<file path="src/rtl/conv3x3_window_filter.sv">
// rtl/conv3x3_window_filter.sv - programmable signed 3x3 weighted-sum filter with round/shift/clamp and position tracking
module conv3x3_window_filter #(
    parameter int IMG_W = 256,
    parameter int IMG_H = 32,
    parameter int ACC_W = 20
) (
    input  logic       clk,
    input  logic       rst_n,
    input  logic       in_valid,
    input  logic [7:0] pixelr1,
    input  logic [7:0] pixelr2,
    input  logic [7:0] pixelr3,
    input  logic [7:0] pixelr4,
    input  logic [7:0] pixelr5,
    input  logic [7:0] pixelr6,
    input  logic [7:0] pixelr7,
    input  logic [7:0] pixelr8,
    input  logic [7:0] pixelr9,
    input  logic       cfg_wr,
    input  logic [3:0] cfg_idx,
    input  logic [7:0] cfg_data,
    output logic [7:0] pixelw,
    output logic       wr,
    output logic       clip,
    output logic       frame_done,
    output logic [8:0] out_col,
    output logic [5:0] out_row
);

    localparam logic [8:0] COL_LAST = 9'(IMG_W - 1);
    localparam logic [5:0] ROW_LAST = 6'(IMG_H - 1);

    logic        [7:0]       pix     [9];
    logic signed [7:0]       coef    [9];
    logic        [3:0]       shift_q;
    logic signed [16:0]      prod_c  [9];
    logic signed [16:0]      prod_q  [9];
    logic signed [ACC_W-1:0] row_q   [3];
    logic signed [ACC_W-1:0] acc_q;
    logic        [3:0]       sh1, sh2, sh3;
    logic                    v1, v2, v3;
    logic signed [ACC_W:0]   rnd_add, rnd, shd;
    logic        [7:0]       pix_c;
    logic                    clip_c;
    logic        [8:0]       col_cnt;
    logic        [5:0]       row_cnt;

    // Gather the window taps into an indexable array (index 4 is the centre)
    always_comb begin
        pix[0] = pixelr1;
        pix[1] = pixelr2;
        pix[2] = pixelr3;
        pix[3] = pixelr4;
        pix[4] = pixelr5;
        pix[5] = pixelr6;
        pix[6] = pixelr7;
        pix[7] = pixelr8;
        pix[8] = pixelr9;
    end

    // Coefficient and shift registers; reset leaves the filter as a passthrough
    always_ff @(posedge clk) begin
        if (!rst_n) begin
            for (int i = 0; i < 9; i++) coef[i] <= (i == 4) ? 8'sd1 : 8'sd0;
            shift_q <= 4'd0;
        end else if (cfg_wr) begin
            for (int i = 0; i < 9; i++) begin
                if (cfg_idx == 4'(i)) coef[i] <= cfg_data;
            end
            if (cfg_idx == 4'd9) shift_q <= cfg_data[3:0];
        end
    end

    // Pixels are unsigned, so zero-extend before the signed multiply
    always_comb begin
        for (int i = 0; i < 9; i++) begin
            prod_c[i] = $signed({9'b0, pix[i]}) * $signed({{9{coef[i][7]}}, coef[i]});
        end
    end

    // Valid bits; clearing them on reset discards any in-flight windows
    always_ff @(posedge clk) begin
        if (!rst_n) begin
            v1 <= 1'b0;
            v2 <= 1'b0;
            v3 <= 1'b0;
        end else begin
            v1 <= in_valid;
            v2 <= v1;
            v3 <= v2;
        end
    end

    // Datapath registers; the shift travels with each window so config changes never hit in-flight data
    always_ff @(posedge clk) begin
        for (int i = 0; i < 9; i++) prod_q[i] <= prod_c[i];
        sh1 <= shift_q;
        for (int r = 0; r < 3; r++) begin
            row_q[r] <= {{(ACC_W-17){prod_q[3*r][16]}},   prod_q[3*r]}
                      + {{(ACC_W-17){prod_q[3*r+1][16]}}, prod_q[3*r+1]}
                      + {{(ACC_W-17){prod_q[3*r+2][16]}}, prod_q[3*r+2]};
        end
        sh2   <= sh1;
        acc_q <= row_q[0] + row_q[1] + row_q[2];
        sh3   <= sh2;
    end

    // Round half-up, arithmetic shift, then saturate to the unsigned 8-bit range
    always_comb begin
        rnd_add = (sh3 == 4'd0) ? '0 : $signed((ACC_W+1)'(1) << (sh3 - 4'd1));
        rnd     = $signed({acc_q[ACC_W-1], acc_q}) + rnd_add;
        shd     = rnd >>> sh3;
        pix_c   = shd[7:0];
        clip_c  = 1'b0;
        if (shd[ACC_W]) begin
            pix_c  = 8'd0;
            clip_c = 1'b1;
        end else if (|shd[ACC_W-1:8]) begin
            pix_c  = 8'd255;
            clip_c = 1'b1;
        end
    end

    // Output register and position counters; counters advance only when a pixel is written
    always_ff @(posedge clk) begin
        if (!rst_n) begin
            pixelw     <= 8'd0;
            wr         <= 1'b0;
            clip       <= 1'b0;
            frame_done <= 1'b0;
            out_col    <= 9'd0;
            out_row    <= 6'd0;
            col_cnt    <= 9'd0;
            row_cnt    <= 6'd0;
        end else begin
            wr         <= v3;
            frame_done <= 1'b0;
            if (v3) begin
                pixelw     <= pix_c;
                clip       <= clip_c;
                out_col    <= col_cnt;
                out_row    <= row_cnt;
                frame_done <= (col_cnt == COL_LAST) && (row_cnt == ROW_LAST);
                if (col_cnt == COL_LAST) begin
                    col_cnt <= 9'd0;
                    row_cnt <= (row_cnt == ROW_LAST) ? 6'd0 : row_cnt + 6'd1;
                end else begin
                    col_cnt <= col_cnt + 9'd1;
                end
            end
        end
    end

endmodule

</file>
<file path="config.mk">
export PLATFORM = sky130hd
export DESIGN_NAME = conv3x3_window_filter
export DESIGN_NICKNAME = d
export VERILOG_FILES = /design/src/rtl/conv3x3_window_filter.sv
export SDC_FILE = /design/constraint.sdc
export NUM_CORES = 2
export LEC_CHECK = 0
export ABC_CLOCK_PERIOD_IN_PS = 4730
export CAP_MARGIN = 20
export CORE_MARGIN = 10
export CORE_UTILIZATION = 35
export CTS_BUF_LIST = sky130_fd_sc_hd__clkbuf_16
export DETAILED_ROUTE_END_ITERATION = 8
export GPL_TIMING_DRIVEN = 0
export SLEW_MARGIN = 10
export SYNTH_ARGS = -nofsm -noshare
export SYNTH_HDL_FRONTEND = slang
export SYNTH_SLANG_ARGS = --single-unit
</file>
<file path="constraint.sdc">
create_clock -name clk -period 4.73 [get_ports clk]
set_input_delay 0.946 -clock clk [delete_from_list [all_inputs] [get_ports clk]]
set_output_delay 0.946 -clock clk [all_outputs]
set_load 0.005 [all_outputs]
</file>
# Yosys cells after proc, flatten, opt, wreduce, memory -nomap -nowiden

Memory sizes are Yosys's and may differ from the RTL's.
Cells that the tools add are included.

Flip-flop bits (word level): 80
RAM bits: 285
Bits of input ports: 88
Logic and storage cells: 122
Memories: 3

Add/sub/neg operators: 12
Multiply operators: 9
Eq/ne operators: 11
Shift-type cells: 2
Muxes and demuxes: 53
Bitwise operators: 9
Reductions and logical operators: 7

Memory list:

| memory | words | width | rd ports | clocked after memory_dff | wr ports | RTL line | source |
|---|---|---|---|---|---|---|---|
| prod_q | 9     | 17    | 9        | 0                        | 9        | 37       | `logic signed [16:0] prod_q [9];` |
| coef   | 9     | 8     | 9        | 0                        | 9        | 34       | `logic signed [7:0] coef [9];` |
| row_q  | 3     | 20    | 3        | 0                        | 3        | 38       | `logic signed [ACC_W-1:0] row_q [3];` |

Operators by type and width:

| cell                 | number |
|---|---|
| $mul 9x8->17         | 9 |
| $mux 8               | 11 |
| $add 18x17->19       | 3 |
| $add 17x17->18       | 3 |
| $add 20x20->20       | 2 |
| $mux 1               | 39 |
| $add 20x21->21       | 1 |
| $mux 21              | 1 |
| $shl 1x4->21 const A | 1 |
| $sshr 21x4->21       | 1 |
| $eq 4x3->1 const B   | 4 |
| $reduce_or 12->1     | 1 |
| $add 9x1->9 const B  | 1 |
| $eq 9x8->1 const B   | 1 |
| $mux 9               | 1 |
| $or 1x1->1           | 9 |
| $eq 4x2->1 const B   | 2 |
| $eq 4x4->1 const B   | 2 |
| $logic_not 4->1      | 2 |
| $add 6x1->6 const B  | 1 |
| $eq 6x5->1 const B   | 1 |
| $mux 6               | 1 |
| $reduce_and 2->1     | 3 |
| $eq 4x1->1 const B   | 1 |
| other kinds (2)      | 2 |

# Depth between registers and ports, before layout

Depth in word-level cells: 8
Gate-level depth with buffers: 21
Mapped depth without buffers: 21

# Worst setup path after synthesis

OpenSTA, ideal clock, no wires.

Path type: input -> register
Start: input pixelr1[3]
End: memory prod_q[0][16]
Library setup time: 121 ps
Data arrival time: 4903 ps
Required time: 4609 ps
Setup slack: -294 ps
Stages on the path: 19
Buffers on the path: 0
Cell sequence: and2_1 fa_1 inv_1 fa_1 fa_1 fa_1 inv_1 ha_1 nor2b_1 o21ai_0 a21boi_0 o21ai_0 nand2_1 a21o_1 a21o_1 a21o_1 a21oi_1 o21ai_0 xnor2_1

RTL lines:

| element         | RTL line | source |
|---|---|---|
| start, declared | 10       | `input logic [7:0] pixelr1,` |
| end, declared   | 37       |  |

==> impl_results.md <==
- Largest family of logic cells by synthesized area: adder cells
- Gpl congestion: 0.829
- Vias in the first global route: 24,600
- Via count: 23,900
- Ys flop type: dfxtp_1
- Combinational share of power: 0.660
- Top cells by area, synth: fa_1 (24%), ha_1 (17%), dfxtp_1 (17%), edfxtp_1 (6.4%), inv_1 (6.2%)
- Hpwl dp: 62,400 µm
- Yosys top cell by area: fa_1
- Highest cell delay on the worst timing path: 490 ps
- Cell depth of the worst flop-to-flop path: 19
- Clk root buf: clkbuf_16
- Critical R2R Capture: prod_q[0][16]
- Number of buffers and inverters on the critical path: 5
- Worst Hold Path EP: sh3[1]
- IO Count: 114
- CP Data Arrival Time: 5090 ps
- Post-Place Worst Slack: -1450 ps
- Setup ws final: 114 ps
- Max layer used: met4
- Overall Global Routing Usage: 0.142
- CTS tree: built
- Initial antenna violation count: 5
- Pwr Total: 0.0254 W
- Xor and xnor area share after synthesis: 0.0446
- Pint: 0.0142 W
- Layout cells sized above 1: 0.129
- DIE AREA: 110,000 µm²
- R2R Setup Slk: 170 ps
- Syn Nets: 4,429
- Die W: 331 µm
- Crit end category: flip-flop
- Global-route wire length before repair: 129,000 µm
- Sequential area share after synthesis: 0.235
- Maxcap violations: 0
- Detailed Route Iter0 Violations: 983
- RSZ-0062 raised after global routing: yes
- Yosys top cell area share: 0.241
- Rows: 114
- Final Hold Vio Count: 0
- HP Class: flip-flop to flip-flop
- Hold depth: 0
- Fin crit share: 0.976
- Final WL: 78,000 µm
- Post-synthesis compound-gate area fraction: 0.0747
- Nets: 4,707
- Wire per inst: 15.5 µm
- Adder-Cell Fraction of Synth Area: 0.415
- Slowest CP cell: fa_1
- Max IR drop VDD: 556 µV
- Pwr/cell area: 639 nW/µm²
- Mux contribution to synthesized area: 0.0169
- Wire length on met1: 35,000 µm
- Fin crit period: 4620 ps
- Post-Syn Area: 33,900 µm²
- Net Sw Power: 0.0112 W
- Sum Neg Setup Slack: 0 ps
- Setup-failing EPs final: 0
- Synth Area in Simple Gates: 0.148
- Port-buffer cells: 113
- Clock buffer depth: 3
- Met3 wire length: 3040 µm
- CP Launch Type: input port
- Seq cells post-synth: 362
- Finished Layout Cells: 5,050
- CP top delay family: adder cells
- Placed Instances: 4,856
- Worst path cell trace: clkdlybuf4s15_2 -> nand2b_1 -> fa_1 -> fa_1 -> inv_1 -> fa_1 -> inv_1 -> fa_1 -> inv_1 -> ha_4 -> inv_1 -> o21ai_0 -> a21oi_1 -> nand2b_1 -> a21boi_1 -> o21ai_0 -> nand2b_1 -> a21oi_2 -> o21ai_2 -> xor2_2
- # DRC: 0
- Drt via density: 4.74
- CP max FO: 8
- Sw Share: 0.440
- FFs w/ async S/R, synth: 0
- H-tree depth: 2
- CTS Sinks: 362
- Worst Path Required: 5200 ps
- Hold_ws: 325 ps
- Status: finished, final reports clean
- Sequential Power Share: 0.201
- Clk pwr share: 0.138
- DR pass1 iterations: 6
- Worst Max-Slew Pin Slew: 1070 ps
- Netlist cell types: 74
- Number of flops mapped to enable cells by yosys: 72
- Setup Skew: 30.6 ps
- P_leak: 18.8 nW
- CORE AREA: 96,400 µm²
- Slew headroom: 0.286
- Cts bufs inserted: 43
- Yosys warnings: 0
- Starting density of the core: 0.352
- Worst-path clk slew: 60 ps
- Post-Synthesis Cells: 3,459
- Area growth, synth to finish: 17.2%
- Setup CP Type: input port to flip-flop
- Skew-Pair Late Insertion Delay: 580 ps
- Peak Freq: 217 MHz
- Antenna-violating nets left: 0
- R2r startpoint: coef[0][3]
- Met2 Wirelength: 37,800 µm
- Die Ht: 331 µm
- Hold path startpoint: sh2[1]
- Pin count of the biggest net entering global routing: 15
- Final max-slew violation count: 0
- GRT overflow: 0
- Synth Area per Inst: 9.81 µm²
-- cell usage after synthesis (4+ instances only) --
| cell type | count |
|---|---|
| a21o_1 | 38 |
| o21a_1 | 8 |
| o21ai_1 | 8 |
| nand4_1 | 9 |
| dfxtp_1 | 290 |
| xor2_1 | 38 |
| nand3_1 | 17 |
| a31oi_1 | 5 |
| o211ai_1 | 10 |
| clkbuf_1 | 22 |
| a21boi_0 | 35 |
| nand2_1 | 287 |
| inv_1 | 559 |
| mux4_2 | 13 |
| o31ai_1 | 5 |
| buf_1 | 4 |
| xnor2_1 | 135 |
| a21oi_1 | 113 |
| o221ai_1 | 4 |
| fa_1 | 408 |
| mux2i_1 | 27 |
| ha_1 | 474 |
| and3_1 | 7 |
| or3_1 | 9 |
| a211oi_1 | 12 |
| nor2b_1 | 24 |
| o211a_1 | 4 |
| o21ai_0 | 129 |
| nor3_1 | 30 |
| o21bai_1 | 4 |
| and2_1 | 330 |
| o22ai_1 | 9 |
| nand2b_1 | 80 |
| edfxtp_1 | 72 |
| nor2_1 | 187 |
-- worst max path at each step --
stage | startpoint | to | slack, ps | cells past startpoint
3_5_place_dp | pixelr5[5] | prod_q[0][84] | -1450 | 20
6_report | pixelr6[0] | prod_q[0][100] | 110 | 20
3_3_place_gp | pixelr5[5] | prod_q[0][84] | -1470 | 20
2_1_floorplan | pixelr1[7] | prod_q[0][16] | -50 | 19
4_1_cts | pixelr4[5] | prod_q[0][67] | 0.04 | 20
5_1_grt | coef[0][34] | prod_q[0][84] | -50 | 20
-- placed cells by master, fill, tap and decap left out, types with 11 or more instances in the layout --
cell | Yosys | final
a211oi_1 | 12 | 12
a21boi_2 | 1 | 22
a21o_1 | 38 | 38
a21oi_1 | 113 | 82
a21oi_2 | 0 | 31
and2_1 | 330 | 313
and2_4 | 0 | 17
buf_2 | 1 | 57
buf_4 | 0 | 119
clkbuf_1 | 22 | 12
clkbuf_16 | 0 | 48
clkdlybuf4s50_1 | 0 | 41
dfxtp_1 | 290 | 286
edfxtp_1 | 72 | 72
fa_1 | 408 | 399
ha_1 | 474 | 457
ha_4 | 0 | 16
inv_1 | 559 | 559
inv_2 | 2 | 11
mux2i_1 | 27 | 26
mux4_2 | 13 | 13
nand2_1 | 287 | 272
nand2_2 | 1 | 15
nand2b_1 | 80 | 79
nand3_1 | 17 | 17
nor2_1 | 187 | 185
nor2b_1 | 24 | 19
nor3_1 | 30 | 27
o21ai_0 | 129 | 68
o21ai_1 | 8 | 38
o21ai_2 | 0 | 30
xnor2_1 | 135 | 126
xor2_1 | 38 | 36
-- kinds of logic after synthesis --
group,Yosys count
xor+xnor,173
flops,362
fa+ha+maj,882
buf+inv,590
compound gates,413
simple gates,997
mux,41
other cells,1
-- area by class of cell --
type                            count  area [µm²]
Tap cell                         1276        1600
Fill cell                        9496       56600
Multi-Input combinational cell   2507       24600
Clock inverter                     32         322
Buffer                             23         129
Inverter                          562        2110
Antenna cell                        2        5.00
Timing Repair Buffer              238        1800
Sequential cell                   362        7980
Clock buffer                       48        1200
-- power by group through the flow --
stage	Sequential (W)	Clock, W	Combinational (W)
floorplan	0.00493	0	0.0120
global placement	0.00523	0	0.0155
detailed placement	0.00522	0	0.0156
CTS	0.00516	0.00361	0.0161
global route	0.00524	0.00374	0.0192
finish	0.00512	0.00351	0.0168
-- through the flow --
step	instance area [µm²]	utilization
global placement	36700	0.381
global route	39800	0.413
detailed placement	36900	0.382
finish	39800	0.413
CTS	38800	0.402
floorplan	34000	-
-- worst reg2reg max path: stages, from the launching register on --
cell and delay, ps:
edfxtp_1 550, and2_4 220, fa_2 370, inv_2 60, fa_1 430, fa_1 490
fa_1 540, inv_2 50, ha_4 210, nor2b_4 120, o21ai_2 150, a21boi_2 80
o21ai_1 140, nand2_1 80, a21o_1 160, a21o_1 160, a21o_1 160, a21oi_2 160
o21ai_2 80, xnor2_2 250
-- flip-flops by register name, indices dropped and copies added, names as in the netlist, 4 cells and up --
signal   count
out_row      6
acc_q       20
col_cnt      9
prod_q     153
row_q       57
pixelw       8
out_col      9
shift_q      4
sh3          4
coef        72
row_cnt      6
sh2          4
sh1          4
-- metal layers --
layer | up-vias | track usage
met5 | - | 0
met4 | 0 | 0.0419
met3 | 99 | 0.0170
met2 | 413 | 0.245
met1 | 11700 | 0.184
li1 | 11700 | -
-- repair_timing --
action / in CTS / in global routing
endpoints found under the setup margin: 53 / 43
resized for setup: 330 / 248
pin swaps: 42 / 115
hold buffers: 0 / 0
buffers inserted: 42 / 75
(Power assumes the default switching activity.)
